<file path="config.mk">
export PLATFORM = sky130hd
export DESIGN_NAME = mult_div_seq
export DESIGN_NICKNAME = d
export VERILOG_FILES = /design/src/rtl/mult_div_seq.sv
export SDC_FILE = /design/constraint.sdc
export NUM_CORES = 1
export LEC_CHECK = 0
export ABC_AREA = 1
export CORE_UTILIZATION = 38
export CTS_BUF_LIST = sky130_fd_sc_hd__clkbuf_8
export DETAILED_ROUTE_END_ITERATION = 6
export GPL_TIMING_DRIVEN = 1
export SLEW_MARGIN = 15
export SYNTH_ARGS = -nofsm -noshare
export SYNTH_HDL_FRONTEND = slang
export SYNTH_SLANG_ARGS = --single-unit
</file>
<file path="constraint.sdc">
create_clock -name clk -period 9 [get_ports clk]
set_clock_uncertainty 0.15 [all_clocks]
set_input_delay 0.9 -clock clk [delete_from_list [all_inputs] [get_ports clk]]
set_output_delay 0.9 -clock clk [all_outputs]
set_load 0.05 [all_outputs]
</file>
<file path="src/rtl/mult_div_seq.sv">
// -----------------------------------------------------------------------------
// mult_div_seq -- sequential signed 32x32 multiply / divide unit.
//
// A start in IDLE latches the operand magnitudes and signs. The unit then runs
// 32 shift-add steps (multiply) or 32 restoring shift-subtract steps (divide),
// applies the sign correction in FIX, and pulses done for one cycle. Latency
// from the start edge to done is 33 cycles.
//
// Ports
//   clk       : clock, rising edge
//   reset     : asynchronous reset, active low
//   start     : operation request, sampled only in IDLE
//   op        : 0 = signed multiply, 1 = signed divide
//   A, B      : operands (multiplicand/multiplier or dividend/divisor)
//   busy      : high in every state except IDLE
//   done      : one-cycle pulse, hi/lo valid
//   div_zero  : one-cycle pulse with done for a trapped divide by zero
//   hi, lo    : product[63:32]/[31:0] or remainder/quotient
//
// Configuration macro
//   DIV_ZERO_TRAP_EN : when defined, a divide with B == 0 finishes one cycle
//                      after start with done and div_zero both high and hi/lo
//                      unchanged. When undefined, div_zero is tied low and the
//                      divide runs normally (quotient magnitude all ones,
//                      remainder |A|).
// -----------------------------------------------------------------------------
module mult_div_seq #(
    parameter int DATA_W = 32
) (
    input  logic                     clk,
    input  logic                     reset,
    input  logic                     start,
    input  logic                     op,
    input  logic signed [DATA_W-1:0] A,
    input  logic signed [DATA_W-1:0] B,
    output logic                     busy,
    output logic                     done,
    output logic                     div_zero,
    output logic        [DATA_W-1:0] hi,
    output logic        [DATA_W-1:0] lo
);

    localparam int ACC_W = 2 * DATA_W;
    localparam int CNT_W = 6;
    localparam logic [CNT_W-1:0] LAST_STEP = CNT_W'(DATA_W - 1);

    typedef enum logic [2:0] {
        IDLE = 3'd0,
        MULT = 3'd1,
        DIV  = 3'd2,
        FIX  = 3'd3,
        DONE = 3'd4
    } state_t;

    state_t state, state_nxt;

    logic [CNT_W-1:0]  cnt;
    logic [ACC_W-1:0]  acc;      // mult: {partial product, multiplier}; div: {remainder, quotient}
    logic [DATA_W-1:0] mag_b;    // multiplicand magnitude or divisor magnitude
    logic              sign_a;
    logic              sign_b;
    logic              op_q;

    logic [DATA_W:0]   mul_sum;
    logic [DATA_W:0]   div_shift;
    logic              div_ge;
    logic [DATA_W-1:0] div_sub;

`ifdef DIV_ZERO_TRAP_EN
    logic dz_q;
`endif

    // Magnitude of a two's complement word; the most negative value maps to
    // 2^(DATA_W-1), which is representable as an unsigned magnitude.
    function automatic logic [DATA_W-1:0] abs_w(input logic signed [DATA_W-1:0] v);
        logic [DATA_W-1:0] u;
        u = v;
        return v[DATA_W-1] ? (~u + DATA_W'(1)) : u;
    endfunction

    // Two's complement negation modulo 2^DATA_W.
    function automatic logic [DATA_W-1:0] neg_w(input logic [DATA_W-1:0] v, input logic en);
        return en ? (~v + DATA_W'(1)) : v;
    endfunction

    // Two's complement negation of the full 64-bit product.
    function automatic logic [ACC_W-1:0] neg_acc(input logic [ACC_W-1:0] v, input logic en);
        return en ? (~v + ACC_W'(1)) : v;
    endfunction

    // -------------------------------------------------------------------------
    // Step arithmetic
    // -------------------------------------------------------------------------
    always_comb begin
        // Shift-add: add the multiplicand when the current multiplier bit is
        // set; the carry becomes the new top bit after the right shift.
        mul_sum   = {1'b0, acc[ACC_W-1:DATA_W]} + {1'b0, (acc[0] ? mag_b : '0)};
        // Restoring divide: shift the next dividend bit into the remainder and
        // try to subtract the divisor. When the trial succeeds the result is
        // below the divisor, so the low DATA_W bits hold it exactly.
        div_shift = acc[ACC_W-1:DATA_W-1];
        div_ge    = (div_shift >= {1'b0, mag_b});
        div_sub   = div_shift[DATA_W-1:0] - mag_b;
    end

    // -------------------------------------------------------------------------
    // State register
    // -------------------------------------------------------------------------
    always_ff @(posedge clk or negedge reset) begin
        if (!reset) begin
            state <= IDLE;
        end else begin
            state <= state_nxt;
        end
    end

    // -------------------------------------------------------------------------
    // Next state and outputs
    // -------------------------------------------------------------------------
    always_comb begin
        state_nxt = state;
        busy      = (state != IDLE);
        done      = (state == DONE);
`ifdef DIV_ZERO_TRAP_EN
        div_zero  = (state == DONE) && dz_q;
`else
        div_zero  = 1'b0;
`endif
        case (state)
            IDLE: if (start) state_nxt = op ? DIV : MULT;
            MULT: if (cnt == LAST_STEP) state_nxt = FIX;
            DIV: begin
`ifdef DIV_ZERO_TRAP_EN
                // A trapped divide leaves after a single cycle so that done
                // lands one cycle after the start edge; no steps or FIX run.
                if (dz_q) state_nxt = DONE;
                else if (cnt == LAST_STEP) state_nxt = FIX;
`else
                if (cnt == LAST_STEP) state_nxt = FIX;
`endif
            end
            FIX:  state_nxt = DONE;
            DONE: state_nxt = IDLE;
            default: state_nxt = IDLE;
        endcase
    end

    // -------------------------------------------------------------------------
    // Control: iteration counter and divide-by-zero flag
    // -------------------------------------------------------------------------
    always_ff @(posedge clk or negedge reset) begin
        if (!reset) begin
            cnt <= '0;
`ifdef DIV_ZERO_TRAP_EN
            dz_q <= 1'b0;
`endif
        end else begin
            if (state == IDLE) begin
                cnt <= '0;
`ifdef DIV_ZERO_TRAP_EN
                if (start) dz_q <= op && (B == '0);
`endif
            end else if (state == MULT || state == DIV) begin
                cnt <= cnt + CNT_W'(1);
            end
        end
    end

    // -------------------------------------------------------------------------
    // Datapath: operand latch and per-cycle steps
    // -------------------------------------------------------------------------
    always_ff @(posedge clk) begin
        if (state == IDLE && start) begin
            acc    <= {{DATA_W{1'b0}}, (op ? abs_w(A) : abs_w(B))};
            mag_b  <= op ? abs_w(B) : abs_w(A);
            sign_a <= A[DATA_W-1];
            sign_b <= B[DATA_W-1];
            op_q   <= op;
        end else if (state == MULT) begin
            acc <= {mul_sum, acc[DATA_W-1:1]};
        end else if (state == DIV) begin
            acc <= div_ge ? {div_sub, acc[DATA_W-2:0], 1'b1}
                          : {div_shift[DATA_W-1:0], acc[DATA_W-2:0], 1'b0};
        end
    end

    // -------------------------------------------------------------------------
    // Result registers: sign correction in FIX
    // -------------------------------------------------------------------------
    always_ff @(posedge clk or negedge reset) begin
        if (!reset) begin
            hi <= '0;
            lo <= '0;
        end else if (state == FIX) begin
            if (!op_q) begin
                {hi, lo} <= neg_acc(acc, sign_a ^ sign_b);
            end else begin
                lo <= neg_w(acc[DATA_W-1:0], sign_a ^ sign_b);
                hi <= neg_w(acc[ACC_W-1:DATA_W], sign_a);
            end
        end
    end

endmodule

</file>
==> summary.md <==
| Metric | Value |
|---|---|
| Vias in the first global route | `roughly 18,000` |
| Worst path bufs/invs | `3` |
| Num rows | `between 70 and 80` |
| Met1 wire length | `~30 mm` |
| Max Cap Viol | `0` |
| Synth unique cells | `58` |
| Fill cells | `just under 5,000` |
| PwrDens | `around 390 nW/um^2` |
| CTS buffer count | `17` |
| Port Buf Inserts | `~130` |
| Initial antenna violation count | `0` |
| CTS tree | `built` |
| Routability Congestion | `approximately 1` |
| Met2 wire len | `~34 mm` |
| ANT cells | `0` |
| Root Buffer | `clkbuf_8` |
| H-Tree Depth | `4` |
| Synth Register Bits | `~170` |
| Die X | `around 220 um` |
| Unrepaired setup endpoints after global routing | `no` |
| Final hold vios | `0` |
| # clock sinks | `172` |
| Worst r2r src | `sign_a` |
| Crit start category | `flop` |
| Setup_tns | `0 ns` |
| Mapped Area | `between 15,000 and 20,000 um^2` |
| Max Clock Freq | `between 200 and 300 MHz` |
| Layout area overhead | `13.0%` |
| Critical Path Sink Type | `flop` |
| Avg Cell Area, Syn | `around 6.0 um^2` |
| Initial Util | `between 30% and 40%` |
| Maximum vdd drop | `approximately 0.00027 V` |
| Synthesized instance count | `approximately 2,900` |
| Worst Tran Pin Value | `~1 ns` |
| Detail Placement HPWL | `slightly below 60 mm` |
| Met3 routed WL | `about 4.2 mm` |
| Period utilization | `around two fifths` |
| Full die area | `~46,000 um^2` |
| Top_reg_cell synth | `dfrtp_1` |
| Worst Setup SP | `sign_a` |
| Post-DRT Antenna Nets | `0` |
| Status | `finished with violations` |
| Delay-heaviest family, CP | `buffers and inverters` |
| Setup Viol. Count Final | `0` |
| Hold-fix buffers at CTS | `0` |
| Power consumption | `about 0.0077 W` |
| Area leader, netlist | `nand2_1` |
| Static leakage | `around 9.5 nW` |
| Most numerous cell in the Yosys netlist | `nand2_1` |
| CP peak stage delay | `around 0.94 ns` |
| DR vias | `19,100` |
| Core box area | `approximately 45,000 um^2` |
| Drt wl/cell | `approximately 20 um` |
| Count of warnings emitted by yosys | `0` |
| Crit Path Category | `reg2reg` |
| Max Slew Vio Count | `0` |
| Post-synthesis sequential area ratio | `25.9%` |
| Initial DRC Count | `between 1,500 and 2,000` |
| Crit-path cells | `buf_4, or2_0, and2_1, buf_4, clkinv_1, nor2_1, nor2_1, o2111ai_1, nand3_1, nand3_1, nand2_1` |
| Uppermost layer routed | `met4` |
| Hold WS | `0.0928 ns` |
| Pre-CTS WS | `roughly 5.3 ns` |
| GRT Residual Overflow | `0` |
| Post-synth EDFFs | `67` |
| Required @ worst endpoint | `9.26 ns` |
| Failing checks | `design-rule violations` |
| Nets | `between 3,000 and 4,000` |
| CTS Buffer Depth | `2` |
| Setup WS post-layout | `5.52 ns` |
| DR DRC count | `6` |
| Fin crit period | `approximately 3.5 ns` |
| Worst slew margin | `approximately 33%` |
| Hold Path Class | `in2async` |
| # placed instances | `~3,500` |
| Vias/cell | `roughly 5.4` |
| Post-CTS resize count | `0` |
| Crit path max fanout | `48` |
| Post-CTS Setup Bufs | `0` |
| Worst skew pair latency | `between 0.5 and 0.6 ns` |
| Global-route wire length before repair | `107 mm` |
| Die height | `roughly 220 um` |
| Routed wire length | `a little over 70 mm` |
| Final non-filler cell total | `3,554` |
| Boundary pin count | `~140` |
| Worst-path clk slew | `about 0.11 ns` |
| Slowest-stage cell, CP | `clkinv_1` |
| Largest net degree at the start of global routing | `about 80` |
| Syn_nets | `3,005` |
| DRT Pass-1 Iters | `7` |
| Synth area leaders | `nand2_1 (20%), edfxtp_1 (12%), dfrtp_1 (11%)` |
| Yosys top cell area share | `between 10% and 20%` |
| Post-synth top cells | `nand2_1 (915), inv_1 (381), nor2_1 (341), nand3_1 (207), o21ai_0 (187)` |
| Crit path DAT | `around 3.7 ns` |
| Total GRT Usage | `30.5%` |
| Post-synth ARST share | `~42%` |
| Fraction of layout cells with a size suffix above 1 | `3.48%` |
## worst register-to-register path, cell delays in order (launching register included)
cell and delay [ns]:
edfxtp_1 0.33, buf_4 0.28, or2_0 0.14, and2_1 0.11, buf_4 0.44, clkinv_1 0.96
nor2_1 0.34, nor2_1 0.11, o2111ai_1 0.14, nand3_1 0.11, nand3_1 0.19, nand2_1 0.07
## routing by layer
layer  track usage (%)  vias to the layer above
met3              3.11                      105
met4              12.2                        0
met5                 0                        -
li1                  -                     9343
met1              38.9                     8900
met2              52.6                      750
## where the power goes
part	internal, W	leakage (nW)	switching (W)
sequential	0.00125	1.80	0.000543
clock	0.000263	0.207	0.000330
combinational	0.00162	7.54	0.00367
total	0.00314	9.55	0.00455
## area by class of cell
| type | instances | area, um^2 | share of cell area [%] |
|---|---|---|---|
| inverter | 396 | 1490 | 7.61 |
| multi-input combinational | 2212 | 11000 | 56.2 |
| sequential | 172 | 4480 | 22.9 |
| clock buffer | 19 | 262 | 1.34 |
| clock inverter | 13 | 139 | 0.711 |
| timing repair buffer | 150 | 1450 | 7.43 |
| tap | 592 | 741 | 3.79 |
## cell families after synthesis
kind of cell / Yosys count / share of synthesized area (%)
simple gates: 1608 / 39.1
flops: 172 / 25.9
compound gates: 415 / 13.1
xor+xnor: 115 / 5.83
fa+ha+maj: 71 / 5.23
buf+inv: 482 / 10.7
other cells: 1 / 0.0217
mux: 2 / 0.116
## per-stage QoR
stage	util (%)	area, um^2
2_1_floorplan	-	17300
3_3_place_gp	42.9	19100
3_5_place_dp	43.0	19100
4_1_cts	43.9	19500
5_1_grt	43.9	19500
6_report	43.9	19500
## path summary, 6_finish.rpt
kind,slack (ns),to,cells after the start
worst min register to register,0.34,hi[25],2
max in group asynchronous,7.62,lo[22],2
worst max-delay path,5.52,hi[10],11
worst max register to register,5.52,hi[10],11
min in group clk,0.34,hi[25],2
worst min-delay path,0.09,hi[17],1
## state kept, by name, indices dropped and copies added (netlist names)
| register | cells |
|---|---|
| acc | 64 |
| cnt | 6 |
| hi | 32 |
| lo | 32 |
| mag_b | 32 |
| op_q | 1 |
| sign_a | 1 |
| sign_b | 1 |
| state | 3 |
## placed cells by master, fill, tap and decap left out, types with 3 or more instances in the layout
master,instances
nand2_1,914
inv_1,382
nor2_1,341
nand3_1,207
o21ai_0,187
a21oi_1,135
clkdlybuf4s50_1,131
xor2_1,100
dfrtp_1,73
ha_1,69
edfxtp_1,67
nand4_1,35
dfxtp_1,32
nand3b_1,29
nor3_1,25
clkbuf_8,19
buf_4,18
o211ai_1,17
o21bai_1,17
xnor2_1,15
a31oi_1,15
o22ai_1,14
inv_2,12
nor2_2,12
o21ai_1,11
nand2_2,9
or2_2,6
o21a_1,5
and2_1,5
clkinv_1,4
nor3_2,4
nor4_1,4
nand3_2,3
a211oi_1,3
inv_6,3
No activity file was read; power rests on OpenSTA's default activity.
